===== src/rtl/game_input_conditioner.sv =====
// rtl/game_input_conditioner.sv - synchronise/debounce buttons and switches into move and restart strobes
module game_input_conditioner #(
    parameter int DEBOUNCE_CYCLES = 65536,
    parameter int CNT_W           = 17,
    parameter int MOVE_MIN        = 1,
    parameter int MOVE_MAX        = 10
) (
    input  logic       clk,
    input  logic       rst,
    input  logic [1:0] pushbuttons,
    input  logic [3:0] dipswitches,
    output logic [1:0] btn_level,
    output logic [1:0] btn_press,
    output logic       move_valid,
    output logic [3:0] move_value,
    output logic       move_legal,
    output logic       restart
);

    localparam logic [CNT_W-1:0] CNT_LAST = CNT_W'(DEBOUNCE_CYCLES - 1);
    localparam logic [CNT_W-1:0] CNT_ONE  = CNT_W'(1);
    localparam logic [3:0]       MIN4     = 4'(MOVE_MIN);
    localparam logic [3:0]       MAX4     = 4'(MOVE_MAX);

    logic [1:0]       btn_s1, btn_s2;
    logic [3:0]       sw_s1, sw_s2, sw_last, sw_stable;
    logic [CNT_W-1:0] btn_cnt [2];
    logic [CNT_W-1:0] sw_cnt;
    logic [1:0]       arm;
    logic [1:0]       sync_rdy;

    logic [1:0]       btn_fire;
    logic [1:0]       level_next;
    logic [1:0]       press_next;
    logic             move_next;
    logic             sw_legal;

    always_comb begin
        btn_fire   = '0;
        level_next = btn_level;
        press_next = '0;
        for (int i = 0; i < 2; i++) begin
            btn_fire[i]   = (btn_s2[i] != btn_level[i]) && (btn_cnt[i] == CNT_LAST);
            level_next[i] = btn_fire[i] ? btn_s2[i] : btn_level[i];
            press_next[i] = btn_fire[i] && btn_s2[i] && arm[i];
        end
        // Restart wins: any confirm while restart is pressed or held is dropped.
        move_next = press_next[0] && !level_next[1];
        sw_legal  = (sw_stable >= MIN4) && (sw_stable <= MAX4);
    end

    assign restart = btn_press[1];

    always_ff @(posedge clk) begin
        if (rst) begin
            btn_s1     <= '0;
            btn_s2     <= '0;
            sw_s1      <= '0;
            sw_s2      <= '0;
            sw_last    <= '0;
            sw_stable  <= '0;
            btn_cnt[0] <= '0;
            btn_cnt[1] <= '0;
            sw_cnt     <= '0;
            arm        <= '0;
            sync_rdy   <= '0;
            btn_level  <= '0;
            btn_press  <= '0;
            move_valid <= 1'b0;
            move_value <= '0;
            move_legal <= 1'b0;
        end else begin
            btn_s1   <= pushbuttons;
            btn_s2   <= btn_s1;
            sw_s1    <= dipswitches;
            sw_s2    <= sw_s1;
            sync_rdy <= {sync_rdy[0], 1'b1};

            for (int i = 0; i < 2; i++) begin
                if (btn_s2[i] == btn_level[i] || btn_fire[i])
                    btn_cnt[i] <= '0;
                else
                    btn_cnt[i] <= btn_cnt[i] + CNT_ONE;
                // Arming waits for the synchroniser to refill so a button held
                // through reset is seen as released only once it really is.
                if (sync_rdy[1] && !btn_level[i] && !btn_s2[i])
                    arm[i] <= 1'b1;
            end

            btn_level  <= level_next;
            btn_press  <= press_next;
            move_valid <= move_next;
            if (move_next) begin
                move_value <= sw_stable;
                move_legal <= sw_legal;
            end

            sw_last <= sw_s2;
            if (sw_s2 == sw_stable) begin
                sw_cnt <= '0;
            end else if (sw_s2 != sw_last) begin
                sw_cnt <= CNT_ONE;
            end else if (sw_cnt == CNT_LAST) begin
                sw_stable <= sw_s2;
                sw_cnt    <= '0;
            end else begin
                sw_cnt <= sw_cnt + CNT_ONE;
            end
        end
    end

endmodule


===== config.mk =====
export PLATFORM = sky130hd
export DESIGN_NAME = game_input_conditioner
export DESIGN_NICKNAME = d
export VERILOG_FILES = /design/src/rtl/game_input_conditioner.sv
export SDC_FILE = /design/constraint.sdc
export NUM_CORES = 1
export LEC_CHECK = 0
export BUFFER_PORTS_ARGS = -buffer_cell sky130_fd_sc_hd__buf_2
export CORE_MARGIN = 2
export CORE_UTILIZATION = 50
export DETAILED_ROUTE_END_ITERATION = 16
export GPL_TIMING_DRIVEN = 0
export PLACE_DENSITY_LB_ADDON = 0.1
export SLEW_MARGIN = 20
export SYNTH_ARGS = -nofsm -noshare
export SYNTH_HDL_FRONTEND = slang
export SYNTH_SLANG_ARGS = --single-unit

===== constraint.sdc =====
create_clock -name clk -period 3.6 [get_ports clk]
set_clock_uncertainty 0.05 [all_clocks]
set_input_delay 0 -clock clk [delete_from_list [all_inputs] [get_ports clk]]
set_output_delay 0 -clock clk [all_outputs]
set_load 0.05 [all_outputs]

Word-level counts from Yosys, hierarchy flattened
Memories as Yosys holds them, arrays and structs flattened.
Cells that the tools add are included.
{"block": "totals", "regBits": 51, "ramBits": 34, "input_bits": 8, "memories": 1}
{"memory": "btn_cnt", "words": 2, "width": 17, "read_ports": 2, "rd_clocked_by_memory_dff": 0, "write_ports": 2, "line": "27", "text": "logic [CNT_W-1:0] btn_cnt [2];"}
{"block": "op_classes", "add_sub_neg": 3, "n_lt_le_gt_ge": 2, "eq_ne": 9, "n_mux": 22, "n_bitwise": 6, "reduce_logical": 22}
{"operator": "$mux 17", "count": 4}
{"operator": "$add 17x1->17 const B", "count": 3}
{"operator": "$eq 17x16->1 const B", "count": 3}
{"operator": "$mux 1", "count": 18}
{"operator": "$logic_and 1x1->1", "count": 12}
{"operator": "$logic_not 1->1", "count": 5}
{"operator": "$eq 4x4->1", "count": 1}
{"operator": "$ge 4x1->1 const B", "count": 1}
{"operator": "$le 4x4->1 const B", "count": 1}
{"operator": "$ne 4x4->1", "count": 1}
{"operator": "$or 1x1->1", "count": 4}
{"operator": "$reduce_or 4->1", "count": 1}
{"operator": "$reduce_and 3->1", "count": 1}
{"operator": "$eq 1x1->1", "count": 2}
{"operator": "$logic_or 1x1->1", "count": 2}
{"operator": "$ne 1x1->1", "count": 2}
{"operator": "$not 1->1", "count": 2}
{"operator": "$reduce_or 2->1", "count": 1}

Longest topological paths before layout
An unclocked memory read counts as a cell.
{"block": "depth", "depth_word": 9, "ltp_mapped": 9}

Worst setup path after synthesis
OpenSTA, ideal clock, no wires.
{"block": "synth_path", "path_type": "reg-to-reg", "start": "memory btn_cnt[1][0]", "end": "register move_legal", "t_arrival_ps": 2401, "required_time_ps": 3422, "slack_ps": 1021, "path_stages_with_launch": 10, "synth_period_minus_slack_ps": 2579, "path_cell_list": "edfxtp_1 ha_1 nand4_1 nor4_1 and3_1 ha_1 mux2_2 nor2_1 mux2i_1 nor2_1"}
{"element": "start, declared", "line": "27"}
{"element": "end signal, assigned", "line": "95", "text": "move_legal <= sw_legal;"}
{"element": "end, declared", "line": "16", "text": "output logic move_legal,"}

==> impl_metrics.tcl <==
set metrics [dict create \
    worstSetupPathDepth 9 \
    rsz0062_at_grt "no" \
    clockBufferDepth 2 \
    final_util 0.6051 \
    path_clk_slew_ps 80 \
    setup_tns_ps 0 \
    yosys_warnings 0 \
    synth_ff_type "dfxtp_1" \
    postSynthAreaPerCell_um2 10.35 \
    yosys.cell_types.count 34 \
    async_reset_ff_frac 0 \
    cp-startpoint "btn_cnt[1][0]" \
    required_ps 3770 \
    final_max_slew_viol_count 0 \
    slew_headroom 0.5643 \
    die_h_um 89.83 \
    worstHoldPathType "in -> reg" \
    num_rows 31 \
    vias_per_cell 4.858 \
    overflow 0 \
    r2r-end "move_value[2]" \
    ios 19 \
    crit_fanout 5 \
    reg2reg_depth 9 \
    crit_slowest_cell "nor2_1" \
    crit_path_end_kind "flop" \
    critPathArrivalTime_ps 3230 \
    period_share 0.8488 \
    antenna_found_initial 0 \
    seq_area_frac_synth 0.5543 \
    crit_buf_inv 0 \
    dpl.hpwl_mm 4.210 \
    portBuffers 18 \
    die_area_um2 8069 \
    post_cts_buffers 0 \
    whs_path_depth 3 \
    die_x_um 89.83 \
    netlist_area_um2 3684 \
    drc 0 \
    cts_tree "yes" \
    routabilityCongestion 0.7255 \
    syn_to_final_growth_pct 17.87 \
    criticalPathCategory "reg -> reg" \
    start_kind "flop" \
    synth_commonest_cells "nor2_1, dfxtp_1, edfxtp_1, xnor2_1, nor2b_1" \
    cp_cell_sequence "ha_1 -> nand4_1 -> nor4_1 -> and3_1 -> ha_1 -> mux2_2 -> nor2_1 -> mux2i_1 -> nor2_1" \
    start_util 0.5133 \
    cts_root_buffer "clkbuf_8" \
    netlist_instances 356 \
    drt_wl_total_mm 6.110 \
    status "complete, no violations" \
    diodes 0 \
    worstReg2RegStart "btn_cnt[1][0]" \
    yosys.area.top_type "dfxtp_1" \
    ys_ff_latch 85 \
    fin_crit_ps 3056 \
    powerDensity_nw_per_um2 441.1 \
    cts_num_sinks 85 \
    setup.worst_path.end "move_value[2]" \
    worst_pin_slew_ps 649.3 \
    layout-drive-gt1-share 0.09767 \
    drt-wirelength-per-cell_um 11.55 \
    critPathTopFamily "simple AND/OR/NAND/NOR gates" \
    grt_pass1_vias 2416 \
    vdd_drop_max_mv 0.2959 \
    drt_pass1_iterations 4 \
    clock_latency_ps 350 \
    dr.first_iter.drc_count 75 \
    max_stage_delay_ps 470 \
    r2r_setup_slack_ps 540 \
    grt_pass1_wl_mm 10.78 \
    grt_max_degree 15 \
    antenna_left 0 \
    nNetsFinal 439 \
    hold_viol 0 \
    cts_inserted_buffers 9 \
    vias 2570 \
    drv_cap 0 \
    synth-edff-count 34 \
    synthTopCellsByArea "dfxtp_1, edfxtp_1, xnor2_1" \
    yosysMostFrequentCell "nor2_1" \
    max_freq_mhz 327.3 \
    cts_max_level 3 \
    leakage_nw 1.616 \
    setup_violations 0 \
    coreArea_um2 7176 \
    track_usage 0.1653 \
    yosys.area.top_type_share 0.2772 \
]
-- power by group --
group	total, mW	internal (mW)	switching, mW
clock network	0.793	0.457	0.336
logic	0.0739	0.0333	0.0406
registers	1.05	1.03	0.0215
-- logic make-up after synthesis --
group | count (synthesis) | synth area share
buf+inv | 22 | 0.02581
xor+xnor | 44 | 0.1046
flops | 85 | 0.5543
simple gates | 168 | 0.2347
other cells | 1 | 0.001018
mux | 11 | 0.03159
fa+ha+maj | 6 | 0.02038
compound gates | 19 | 0.02751
-- metrics by stage --
step	hold slack (ps)	std cells	worst slack, ps	power [mW]	instance area (µm²)
3_5_place_dp	165.4	506	530.2	1.138	4021
5_1_grt	368.6	529	297.8	1.999	4342
2_1_floorplan	30.92	389	1021	1.118	3807
3_3_place_gp	156.3	506	568.8	1.137	4021
6_report	354.1	529	544.3	1.915	4342
4_1_cts	329.0	529	500.4	1.938	4342
-- worst register-to-register path: stages, from the launching register on --
cell and delay, ps:
edfxtp_1 410, ha_1 250, nand4_1 170, nor4_1 450
and3_1 250, ha_1 200, mux2_2 380, nor2_1 470
mux2i_1 250, nor2_1 60
-- registers in the layout, summed over array words and instances, names as in the netlist --
| register | count |
|---|---|
| sync_rdy | 2 |
| sw_stable | 4 |
| move_value | 4 |
| btn_s1 | 2 |
| btn_press | 2 |
| sw_s2 | 4 |
| move_valid | 1 |
| move_legal | 1 |
| sw_last | 4 |
| btn_cnt | 34 |
| sw_s1 | 4 |
| btn_level | 2 |
| arm | 2 |
| sw_cnt | 17 |
| btn_s2 | 2 |
-- layer usage --
layer	global-route usage	vias up	share of wire
met5	0	-	0
met4	0.08333	0	0.021
met3	0.03101	11	0.025
met2	0.2569	34	0.45
met1	0.2227	1186	0.50
li1	-	1339	-
-- layout make-up --
type                            instances  area [µm²]
Buffer                                 10       50.05
Timing Repair Buffer                   25       160.2
Fill cell                             624        2834
Tap cell                               99       123.9
Clock inverter                          3       43.79
Sequential cell                        85        2042
Clock buffer                           13       206.4
Multi-Input combinational cell        282        1670
Inverter                               12       45.04
-- worst min-delay path by stage --
stage	slack (ps)	from	to
after floorplan	30	rst	sw_last[0]
after global placement	160	pushbuttons[1]	btn_s1[1]
after detailed placement	170	dipswitches[3]	sw_s1[3]
after CTS	330	dipswitches[3]	sw_s1[3]
after global routing	370	dipswitches[1]	sw_s1[1]
final	350	dipswitches[3]	sw_s1[3]
-- timing repair --
| action | 4_1_cts | 5_1_grt |
|---|---|---|
| endpoints found under the setup margin | 0 | 0 |
| resized for setup | 0 | 0 |
| hold buffers | 7 | 0 |
| endpoints found under the hold margin | 10 | 0 |
-- cell usage in the layout, fill, tap and decap left out, types with 6 or more instances in the layout --
master         count
conb_1            34
o21ai_0            6
inv_1             12
dfxtp_1           51
a21oi_1           10
xnor2_1           28
nand3_1           13
nor3_1            11
nand4_1           12
mux2i_1            6
xor2_1            16
edfxtp_1          34
buf_2             18
ha_1               6
nor4_1            11
nor2b_1           23
nand2_1           14
and3_1             6
nor2_1            60
clkbuf_8           9
dlygate4sd3_1      7
Note: power is estimated with default switching activity, not from simulation.
